$ cat src/rtl/fft_bitrev_buffer.sv
// Ping-pong reorder buffer: collects N natural-order samples per bank and replays each packet
// in bit-reversed order. Optional natural-order replay via `FFT_BITREV_BYPASS_EN (adds port bypass).
module fft_bitrev_buffer #(
    parameter int Q_IN  = 15,
    parameter int N     = 8,
    parameter int LOG2N = 3
) (
    input  logic          clk,
    input  logic          reset,
    input  logic          valid_in,
    output logic          ready_out,
    input  logic [Q_IN:0] data_in_real,
    output logic          valid_out,
    input  logic          ready_in,
    output logic [3:0]    addr_out,
    output logic [Q_IN:0] data_out_real,
    output logic          last_out
`ifdef FFT_BITREV_BYPASS_EN
    ,
    input  logic          bypass
`endif
);

    localparam logic [0:0]       S_IDLE = 1'b0;
    localparam logic [0:0]       S_SEND = 1'b1;
    localparam logic [LOG2N-1:0] K_LAST = LOG2N'(N - 1);

    logic signed [Q_IN:0] mem_q [2][N];

    logic             rdy_en_q;
    logic             wr_bank_q, wr_bank_d;
    logic             rd_bank_q, rd_bank_d;
    logic [1:0]       full_q, full_d;
    logic [1:0]       set_full, clr_full;
    logic [LOG2N-1:0] wcnt_q, wcnt_d;
    logic [LOG2N-1:0] rcnt_q, rcnt_d;
    logic [0:0]       state_q, state_d;
    logic             valid_q, valid_d;
    logic signed [Q_IN:0] data_q, data_d;
    logic [3:0]       addr_q, addr_d;
    logic             last_q, last_d;
    logic             byp_q, byp_d;
    logic             byp_start;
    logic             wr_en;
    logic [LOG2N-1:0] k_next;

`ifdef FFT_BITREV_BYPASS_EN
    assign byp_start = bypass;
`else
    assign byp_start = 1'b0;
`endif

    function automatic logic [LOG2N-1:0] bitrev(input logic [LOG2N-1:0] k);
        logic [LOG2N-1:0] r;
        for (int i = 0; i < LOG2N; i++) begin
            r[i] = k[LOG2N-1-i];
        end
        return r;
    endfunction

    function automatic logic [LOG2N-1:0] rd_index(input logic [LOG2N-1:0] k, input logic nat);
        return nat ? k : bitrev(k);
    endfunction

    // ready_out is forced low until the first clock after reset release.
    assign ready_out = rdy_en_q && !full_q[wr_bank_q];
    assign wr_en     = valid_in && ready_out;

    assign valid_out     = valid_q;
    assign data_out_real = data_q;
    assign addr_out      = addr_q;
    assign last_out      = last_q;

    always_ff @(posedge clk) begin
        if (wr_en) begin
            mem_q[wr_bank_q][wcnt_q] <= signed'(data_in_real);
        end
    end

    always_comb begin
        wcnt_d    = wcnt_q;
        wr_bank_d = wr_bank_q;
        set_full  = 2'b00;
        if (wr_en) begin
            if (wcnt_q == K_LAST) begin
                wcnt_d              = '0;
                wr_bank_d           = ~wr_bank_q;
                set_full[wr_bank_q] = 1'b1;
            end else begin
                wcnt_d = wcnt_q + 1'b1;
            end
        end
    end

    assign k_next = rcnt_q + 1'b1;

    always_comb begin
        state_d   = state_q;
        rcnt_d    = rcnt_q;
        rd_bank_d = rd_bank_q;
        valid_d   = valid_q;
        data_d    = data_q;
        addr_d    = addr_q;
        last_d    = last_q;
        byp_d     = byp_q;
        clr_full  = 2'b00;
        case (state_q)
            S_IDLE: begin
                if (full_q[rd_bank_q]) begin
                    state_d = S_SEND;
                    rcnt_d  = '0;
                    valid_d = 1'b1;
                    byp_d   = byp_start;
                    data_d  = mem_q[rd_bank_q][rd_index('0, byp_start)];
                    addr_d  = '0;
                    last_d  = 1'b0;
                end
            end
            default: begin
                if (valid_q && ready_in) begin
                    if (rcnt_q != K_LAST) begin
                        rcnt_d = k_next;
                        data_d = mem_q[rd_bank_q][rd_index(k_next, byp_q)];
                        addr_d = 4'(k_next);
                        last_d = (k_next == K_LAST);
                    end else begin
                        clr_full[rd_bank_q] = 1'b1;
                        rd_bank_d           = ~rd_bank_q;
                        // Other bank already complete: start it on the very next beat.
                        if (full_q[~rd_bank_q]) begin
                            rcnt_d = '0;
                            byp_d  = byp_start;
                            data_d = mem_q[~rd_bank_q][rd_index('0, byp_start)];
                            addr_d = '0;
                            last_d = 1'b0;
                        end else begin
                            state_d = S_IDLE;
                            valid_d = 1'b0;
                        end
                    end
                end
            end
        endcase
    end

    assign full_d = (full_q & ~clr_full) | set_full;

    always_ff @(posedge clk or negedge reset) begin
        if (!reset) begin
            rdy_en_q  <= 1'b0;
            wr_bank_q <= 1'b0;
            rd_bank_q <= 1'b0;
            full_q    <= 2'b00;
            wcnt_q    <= '0;
            rcnt_q    <= '0;
            state_q   <= S_IDLE;
            valid_q   <= 1'b0;
            data_q    <= '0;
            addr_q    <= '0;
            last_q    <= 1'b0;
            byp_q     <= 1'b0;
        end else begin
            rdy_en_q  <= 1'b1;
            wr_bank_q <= wr_bank_d;
            rd_bank_q <= rd_bank_d;
            full_q    <= full_d;
            wcnt_q    <= wcnt_d;
            rcnt_q    <= rcnt_d;
            state_q   <= state_d;
            valid_q   <= valid_d;
            data_q    <= data_d;
            addr_q    <= addr_d;
            last_q    <= last_d;
            byp_q     <= byp_d;
        end
    end

endmodule
$ cat config.mk
export PLATFORM = sky130hd
export DESIGN_NAME = fft_bitrev_buffer
export DESIGN_NICKNAME = d
export VERILOG_FILES = /design/src/rtl/fft_bitrev_buffer.sv
export SDC_FILE = /design/constraint.sdc
export NUM_CORES = 1
export LEC_CHECK = 0
export BUFFER_PORTS_ARGS = -buffer_cell sky130_fd_sc_hd__clkbuf_2
export CORE_ASPECT_RATIO = 0.7
export CORE_MARGIN = 10
export CORE_UTILIZATION = 60
export DETAILED_ROUTE_END_ITERATION = 16
export GPL_TIMING_DRIVEN = 0
export PLACE_DENSITY = 0.78
export SYNTH_ARGS = -nofsm -noshare
export SYNTH_HDL_FRONTEND = slang
export SYNTH_SLANG_ARGS = --single-unit
$ cat constraint.sdc
create_clock -name clk -period 4.3 [get_ports clk]
set_input_delay 0.645 -clock clk [delete_from_list [all_inputs] [get_ports clk]]
set_output_delay 0.645 -clock clk [all_outputs]
set_load 0.03 [all_outputs]
== Word-level counts from Yosys, hierarchy flattened ==
Memories as Yosys holds them, arrays and structs flattened.
Index checks and enable logic that the tools add are counted.

* Register bits: 35
* RAM bits: 256
* Input port bits: 20
* Output and inout port bits: 23
* Word-level logic and storage cells: 109
* Memories kept: 1

{| class="wikitable"
|+ Memories
! name !! depth !! bits a word !! read ports !! clocked after memory_dff !! wr ports !! RTL line !! source
|-
| mem_q || 2 || 128 || 2 || 0 || 1 || 28 || <nowiki>logic signed [Q_IN:0] mem_q [2][N];</nowiki>
|}

* Add/sub/neg operators: 2
* Order comparisons: 8
* Equality and inequality tests: 8
* Multiplexer cells: 57
* Bitwise gates (word level): 8
* Reduce and logical (&&, ||, !) cells: 13

{| class="wikitable"
|+ Operators with widths
! operator !! count
|-
| $mux 128 || 1
|-
| $mux 16 || 8
|-
| $bmux 16 s3 || 1
|-
| $demux 16 s3 || 1
|-
| $mux 1 || 27
|-
| $mux 3 || 7
|-
| $mux 4 || 5
|-
| $mux 2 || 5
|-
| $ge 4x4->1 const B || 2
|-
| $not 3->4 || 2
|-
| $reduce_and 4->1 || 2
|-
| $add 3x1->3 const B || 2
|-
| $eq 3x3->1 const B || 2
|-
| $logic_and 1x1->1 || 6
|-
| $lt 1x2->1 const B || 3
|-
| $reduce_and 3->1 || 2
|-
| $lt 4x1->1 const B || 1
|-
| $ne 2x1->1 const B || 2
|-
| $ne 2x2->1 const B || 2
|-
| $ne 3x1->1 const B || 1
|-
| $ne 3x3->1 const B || 1
|-
| $not 1->1 || 3
|-
| $and 2x2->2 || 1
|-
| $demux 1 s1 || 2
|-
| 6 further kinds || 7
|}

== Logic depth before layout (Yosys ltp) ==
Gate-level depths: netlist of run 1.

* Depth in word-level cells: 10
* Gate-level depth with buffers: 10

== Worst setup path after synthesis of run 1 ==
OpenSTA, ideal clock, no wires.

* Path type: register to register
* From: reg full_q[1]
* To: mem mem_q[0][112] (netlist name), enable pin
* Setup time: 0.409 ns
* Data arrival time: 2.571 ns
* Setup slack: 1.319 ns
* Cell stages (with the launch flop): 6
* Path buffers: 0
* Clock period less this slack: 2.981 ns
* Cell sequence: dfrtp_1 > mux2i_1 > and2_1 > nand2_1 > or3_1 > nor3_1

* Word-level cells in the longest chain between the ends: 7

{| class="wikitable"
|+ RTL lines
! element !! RTL line !! source
|-
| start: declaration || 33 || <nowiki>logic [1:0] full_q, full_d;</nowiki>
|-
| start signal: assignment || 166 || <nowiki>full_q <= full_d;</nowiki>
|-
| $mux 1 (implied by the code) (2 in a row) || 66 || <nowiki>assign ready_out = rdy_en_q && !full_q[wr_bank_q];</nowiki>
|-
| $logic_not 1->1 || 66 ||
|-
| $logic_and 1x1->1 || 66 ||
|-
| named net ready_out || 11 || <nowiki>output logic ready_out,</nowiki>
|-
| $logic_and 1x1->1 || 67 || <nowiki>assign wr_en = valid_in && ready_out;</nowiki>
|-
| $mux 1 || 75 || <nowiki>if (wr_en) begin</nowiki>
|-
| $mux 128 (implied by the code) || 76 || <nowiki>mem_q[wr_bank_q][wcnt_q] <= signed'(data_in_real);</nowiki>
|-
| end: declaration || 28 ||
|}

The timed path passes the listed nets, and every way through them passes these cells. The select of a mux whose other input is x is not followed.

==> out/qor.yml, run 1 <==
outcome: "completed"
r2r_end: "data_out_real[5]"
grt_pass1_wl_mm: 44.6
crit_fanout: 10
antenna_found_initial: 1
start_util: 0.616
min_period_ps: 3370
seqPwrFrac: 0.405
postLayoutSetupSlackWorst_ps: 927
yosysTopAreaCellShare: 0.654
drive_above_1_share: 0.222
synth_area_leaders: "edfxtp_1, mux2i_1, dfrtp_1"
viasPerCell: 6.51
cts_root_buffer: "clkbuf_16"
ioPinCount: 43
cts_sinks: 286
wirelength_mm: 29.5
multi_input_area_mm2: 0.00310
syn_avg_cell_area_um2: 17.0
dpl_worst_slack_ps: 978
tns_ps: 0
cts_resized: 0
drt_pass1_iterations: 5
ys_ff_latch: 286
ctsHtreeMaxLevel: 1
max-vdd-ir-drop_mv: 0.402
crit_path_end_kind: "register"
synth_mux_area_frac: 0.135
hold_violations: 0
synth-xor-area-share: 0.00149
area_delta_synth_final_pct: 15.2
nets: 804
synth_area_mm2: 0.0117
hp-class: "input pin to async pin"
synth_top_family_by_area: "multiplexers"
p_int_w: 0.00572
routedWlPerCell_um: 27.7
drc: 0
cts_buffer_depth: 3
synth-simple-area-share: 0.0508
cellPowerDensity_mw_per_mm2: 615
fmax_mhz: 296
synth_compound_area_frac: 0.0666
dp_hpwl_mm: 19.6
regArea_mm2: 0.00844
clock_skew_ps: 8.38
cp.required_ps: 4770
ant_nets: 0
synth_warnings: 0
syn_nets: 716
cts_hold_buf: 0
final_cell_mix: "edfxtp_1, mux2i_1, clkbuf_2"
reg2reg_depth: 8
maxSlewViolCount: 0
cp.arrival_ps: 3840
setup_violations: 0
cts_tree: "yes"
io_buffers: 41
grt_max_degree: 31
crit_type: "register to register"
reg2reg_slack_ps: 930
worstMarginPinSlew_ps: 1070
row_count: 42
syn_inst: 691
power_frac_clock: 0.305
synth_edf_count: 256
rr_startpoint: "addr_out[0]"
grt_use_total: 0.232
async_flop_share: 0.105
synth_adder_area_share: 0.00532
gr-total-overflow: 0
clkTransAtPathRegs_ps: 70
final_common_cell: "edfxtp_1"
yosysSeqAreaShare: 0.718
gp_congestion: 0.938
synth_cell_type_count: 43
min_period_over_period: 0.784
slew_headroom: 0.287
die_x_um: 187
p_comb_frac: 0.290
cts_buffers: 26
core_mm2: 0.0191
die-area_mm2: 0.0257
grt_pass1_vias: 7074
cts_setup_buffers: 0
crit_path_start_kind: "register"
clk_latency_ps: 530
rsz0062_at_grt: "no"
vias: 6929
die_h_um: 137
drtIter0Drc: 847
p_switching_w: 0.00260
maxCapViolations: 0
switching_share: 0.313
p_leak_nw: 4.62
ys.flop_type: "edfxtp_1"
synth_top_area_cell: "edfxtp_1"
final.fill_count: 1140
-- critical path: stages (launching register included) --
cell and delay (ps):
dfrtp_1 440, buf_2 330, inv_1 130, ha_1 390, buf_1 670, nand2_1 120
nor2_1 680, a221oi_1 410, nand2_1 130
-- cell usage after synthesis, types with 6 or more instances --
cell	count
o22ai_1	30
a32oi_1	10
a22oi_1	10
dfrtp_1	30
a21o_1	7
nor2b_1	23
a21oi_1	13
clkbuf_1	6
buf_2	18
a211oi_1	10
mux2i_1	100
a221oi_1	11
mux4_2	26
buf_4	8
o32ai_1	6
nand2_1	40
nand3_1	11
edfxtp_1	256
nor2_1	24
nor3_1	9
-- sequential cells by signal (all words and copies together) (netlist names) --
register / flops
last_out: 1
state_q: 1
addr_out: 3
wcnt_q: 3
full_q: 2
valid_out: 1
rd_bank_q: 1
rdy_en_q: 1
mem_q: 256
wr_bank_q: 1
data_out_real: 16
-- power groups by stage --
stage               Combinational [W]  Clock, W  Sequential [W]
floorplan                     0.00155         0         0.00352
global placement              0.00227         0         0.00341
detailed placement            0.00238         0         0.00342
CTS                           0.00240   0.00255         0.00337
global route                  0.00256   0.00267         0.00339
finish                        0.00241   0.00254         0.00337
-- stage by stage --
stage | total power [W] | hold slack (ps) | std cells | area [µm²] | util
after floorplan | 0.00507 | 349 | 691 | 11700 | -
after global placement | 0.00568 | 484 | 996 | 12300 | 0.644
after detailed placement | 0.00580 | 479 | 1015 | 12600 | 0.660
after CTS | 0.00832 | 246 | 1063 | 13500 | 0.709
after global routing | 0.00861 | 275 | 1063 | 13500 | 0.709
final | 0.00832 | 237 | 1064 | 13500 | 0.709
-- kinds of logic (layout without fill, tap and decap cells) --
kind of cell	Yosys count	count (layout)
xor+xnor	2	2
flops	286	286
simple gates	123	123
buf+inv	41	149
other cells	2	3
mux	126	126
compound gates	106	106
fa+ha+maj	5	5
-- how the worst max path moves through the flow --
| stage | start | endpoint | depth (start not counted) |
|---|---|---|---|
| 4_1_cts | addr_out[0] | data_out_real[5] | 8 |
| 6_report | addr_out[0] | data_out_real[5] | 8 |
| 2_1_floorplan | full_q[1] | mem_q[0][112] | 5 |
| 3_3_place_gp | valid_in | mem_q[0][109] | 5 |
| 3_5_place_dp | addr_out[0] | data_out_real[5] | 8 |
| 5_1_grt | addr_out[0] | data_out_real[3] | 8 |
-- routing by layer --
metal  track usage  vias up  part of all wire
met4        0.0571        0             0.023
met1         0.326     3490              0.41
met3        0.0702       56              0.13
li1              -     2950                 -
met2         0.348      433              0.44
met5             0        -                 0
-- final cells by class --
type | instances | share of cell area
clock inverter | 17 | 0.0182
inverter | 1 | 0.000277
clock buffer | 31 | 0.0518
antenna | 1 | 0.000185
tap | 264 | 0.0244
sequential | 286 | 0.624
buffer | 40 | 0.0188
timing repair buffer | 60 | 0.0335
multi-input combinational | 364 | 0.229
Note: power is estimated with default switching activity, not from simulation.
==> run 2: changes to the inputs <==
--- a/config.mk
+++ b/config.mk
@@ -5,13 +5,14 @@
 export SDC_FILE = /design/constraint.sdc
 export NUM_CORES = 1
 export LEC_CHECK = 0
+export ABC_AREA = 1
 export BUFFER_PORTS_ARGS = -buffer_cell sky130_fd_sc_hd__clkbuf_2
 export CORE_ASPECT_RATIO = 0.7
 export CORE_MARGIN = 10
-export CORE_UTILIZATION = 60
+export CORE_UTILIZATION = 56
 export DETAILED_ROUTE_END_ITERATION = 16
 export GPL_TIMING_DRIVEN = 0
-export PLACE_DENSITY = 0.78
+export PLACE_DENSITY = 0.76
 export SYNTH_ARGS = -nofsm -noshare
 export SYNTH_HDL_FRONTEND = slang
 export SYNTH_SLANG_ARGS = --single-unit
==> constraint.sdc (replaced) <==
create_clock -name clk -period 2.8 [get_ports clk]
set_input_delay 0.42 -clock clk [delete_from_list [all_inputs] [get_ports clk]]
set_output_delay 0.42 -clock clk [all_outputs]
set_load 0.03 [all_outputs]
==> run 2 against run 1 <==
Worst hold slack got worse by 5.0 ps. Cell area is 5.3% higher. Fmax up 22%. First-iteration DRC count is 58% higher. Wire length rose by 19%. Sequential power grew 55%. Largest cell class unchanged. Critical endpoint is now mem_q[0][104]. Clock skew rose by 4.7 ps.
==> out/qor.yml, run 2 <==
antenna_found_initial: 1
cts_buffer_depth: 3
synth_common_cells: "nand2_1, edfxtp_1, nand3_1"
setup_violations: 0
cts_buffers: 27
drtIter0Drc: 1336
nets: 1332
async_flop_share: 0.105
clock_skew_ps: 13.1
synth_top_area_cell: "edfxtp_1"
cts_sinks: 286
slew_headroom: 0.286
grt_max_degree: 31
cp.arrival_ps: 3020
grt_pass1_wl_mm: 52.3
gr-total-overflow: 0
viasPerCell: 5.84
cts_root_buffer: "clkbuf_16"
drt_pass1_iterations: 7
rsz0062_at_grt: "yes"
path_buf_inv: 3
ys.flop_type: "edfxtp_1"
regArea_mm2: 0.00844
io_buffers: 41
die-area_mm2: 0.0290
cp.required_ps: 3050
grt_pass1_vias: 8969
yosysSeqAreaShare: 0.670
postLayoutSetupSlackWorst_ps: 35.5
final.fill_count: 1682
max_stage_delay_ps: 540
min_period_ps: 2760
largest_reg_flops: 256
final_cell_mix: "nand2_1, edfxtp_1, nand3_1"
syn_nets: 1249
cp_top_family: "simple AND/OR/NAND/NOR gates"
start_util: 0.575
drive_above_1_share: 0.133
regMostFlops: "mem_q"
area_delta_synth_final_pct: 13.1
vias: 9375
synth_edf_count: 256
max-vdd-ir-drop_mv: 0.654
dp_hpwl_mm: 23.3
dpl_worst_slack_ps: -417
crit_path_end_kind: "register"
row_count: 45
ant_nets: 0
routedWlPerCell_um: 21.9
path_cells: "clkbuf_4 -> inv_1 -> o21ai_1 -> a21oi_1 -> nand2_1 -> nor2_2 -> nand2_1 -> nor2_2 -> buf_8"
die_h_um: 145
synth_cell_type_count: 30
dpl-instance-area_mm2: 0.0133
hp-class: "input pin to register"
grt_use_total: 0.238
clk_latency_ps: 550
antenna_cells_inserted: 0
final_common_cell: "nand2_1"
core_mm2: 0.0219
synth.most_common_cell: "nand2_1"
clkTransAtPathRegs_ps: 60
synth_area_leaders: "edfxtp_1, nand2_1, nand3_1"
gp_congestion: 0.969
drc: 0
multi_input_area_mm2: 0.00333
cts_tree: "yes"
stdcell_count: 1606
ioPinCount: 43
slowest_stage: "nor2_2"
ctsHtreeMaxLevel: 1
ys_ff_latch: 286
maxSlewViolCount: 0
final_core_util: 0.650
yosysTopAreaCellShare: 0.611
crit_type: "register to register"
hold_violations: 0
design_area_mm2: 0.0142
crit_fanout: 10
maxCapViolations: 0
worstMarginPinSlew_ps: 1070
fmax_mhz: 362
syn_inst: 1224
synth_area_mm2: 0.0126
crit_path_start_kind: "register"
min_period_over_period: 0.987
syn_avg_cell_area_um2: 10.3
placedCellCount: 1554
wirelength_mm: 35.2
p_leak_nw: 5.88
cellPowerDensity_mw_per_mm2: 1060
synth_warnings: 0
outcome: "completed"
die_x_um: 199
finalPower_w: 0.0151
run 2: cell count changes in the layout (fill, tap and decap cells not counted), moves of 23 or more:
cell | before | now
nor2_1 | 12 | 106
o22ai_1 | 30 | 0
nand3_1 | 11 | 164
nand2_1 | 40 | 295
mux4_2 | 26 | 0
mux2i_1 | 100 | 0
o21ai_0 | 2 | 77
inv_1 | 1 | 151
nor2b_1 | 23 | 0
run 2: cell type report:
type	instances	share of cell area
inverters	153	0.0403
clock inverters	15	0.00562
multi-input cells	721	0.234
well taps	282	0.0248
plain buffers	64	0.0253
clock buffers	31	0.0485
repair buffers	54	0.0295
flip-flops and latches	286	0.592
run 2: cells by family after synthesis:
| kind of cell | share of synthesized area |
|---|---|
| and+or+nand+nor | 0.202 |
| other | 0.000597 |
| AOI/OAI and AO/OA | 0.0475 |
| buffers and inverters | 0.0728 |
| adders and majority gates | 0.00497 |
| xor gates and xnor gates | 0.00139 |
| DFF | 0.670 |
run 2: path summary, 6_finish.rpt:
kind | endpoint | depth (start not counted) | from | slack, ps
worst max-delay path | mem_q[0][104] | 9 | wr_bank_q | 40
worst min-delay path | state_q | 3 | ready_in | 230
worst max register to register | mem_q[0][104] | 9 | wr_bank_q | 40
worst min register to register | last_out | 2 | last_out | 490
max in group asynchronous | data_out_real[10] | 2 | reset | 1790
min in group asynchronous | data_out_real[15] | 2 | reset | 500
run 2: what timing repair did:
item / CTS / global route
setup endpoints to repair: 128 / 168
buffers inserted: 0 / 5
hold endpoints to repair: 30 / 0
gates cloned: 0 / 0
pin swaps: 0 / 3
hold buffers: 1 / 0
resized for setup: 7 / 25
run 2: per-layer routing:
metal / wire, µm / GRT usage
met2: 15200 / 0.343
met3: 5100 / 0.0644
met4: 785 / 0.0658
met1: 14100 / 0.345
met5: 0 / 0
run 2: report_power, final:
| group | internal [W] | switching, W |
|---|---|---|
| Clock | 0.00176 | 0.00156 |
| Sequential | 0.00502 | 0.000196 |
| Combinational | 0.00181 | 0.00472 |
run 2: per-stage QoR:
step	setup TNS (ps)	hold WS, ps
after floorplan	0	124
after global placement	-73290	466
after detailed placement	-21280	474
after CTS	-7010	229
after global routing	-685	243
final	0	232
run 2: worst reg2reg max path, cell delays in order, from the launching register on:
cell and delay, ps:
dfrtp_1 360, clkbuf_4 250, inv_1 150, o21ai_1 80
a21oi_1 170, nand2_1 160, nor2_2 360, nand2_1 160
nor2_2 540, buf_8 240
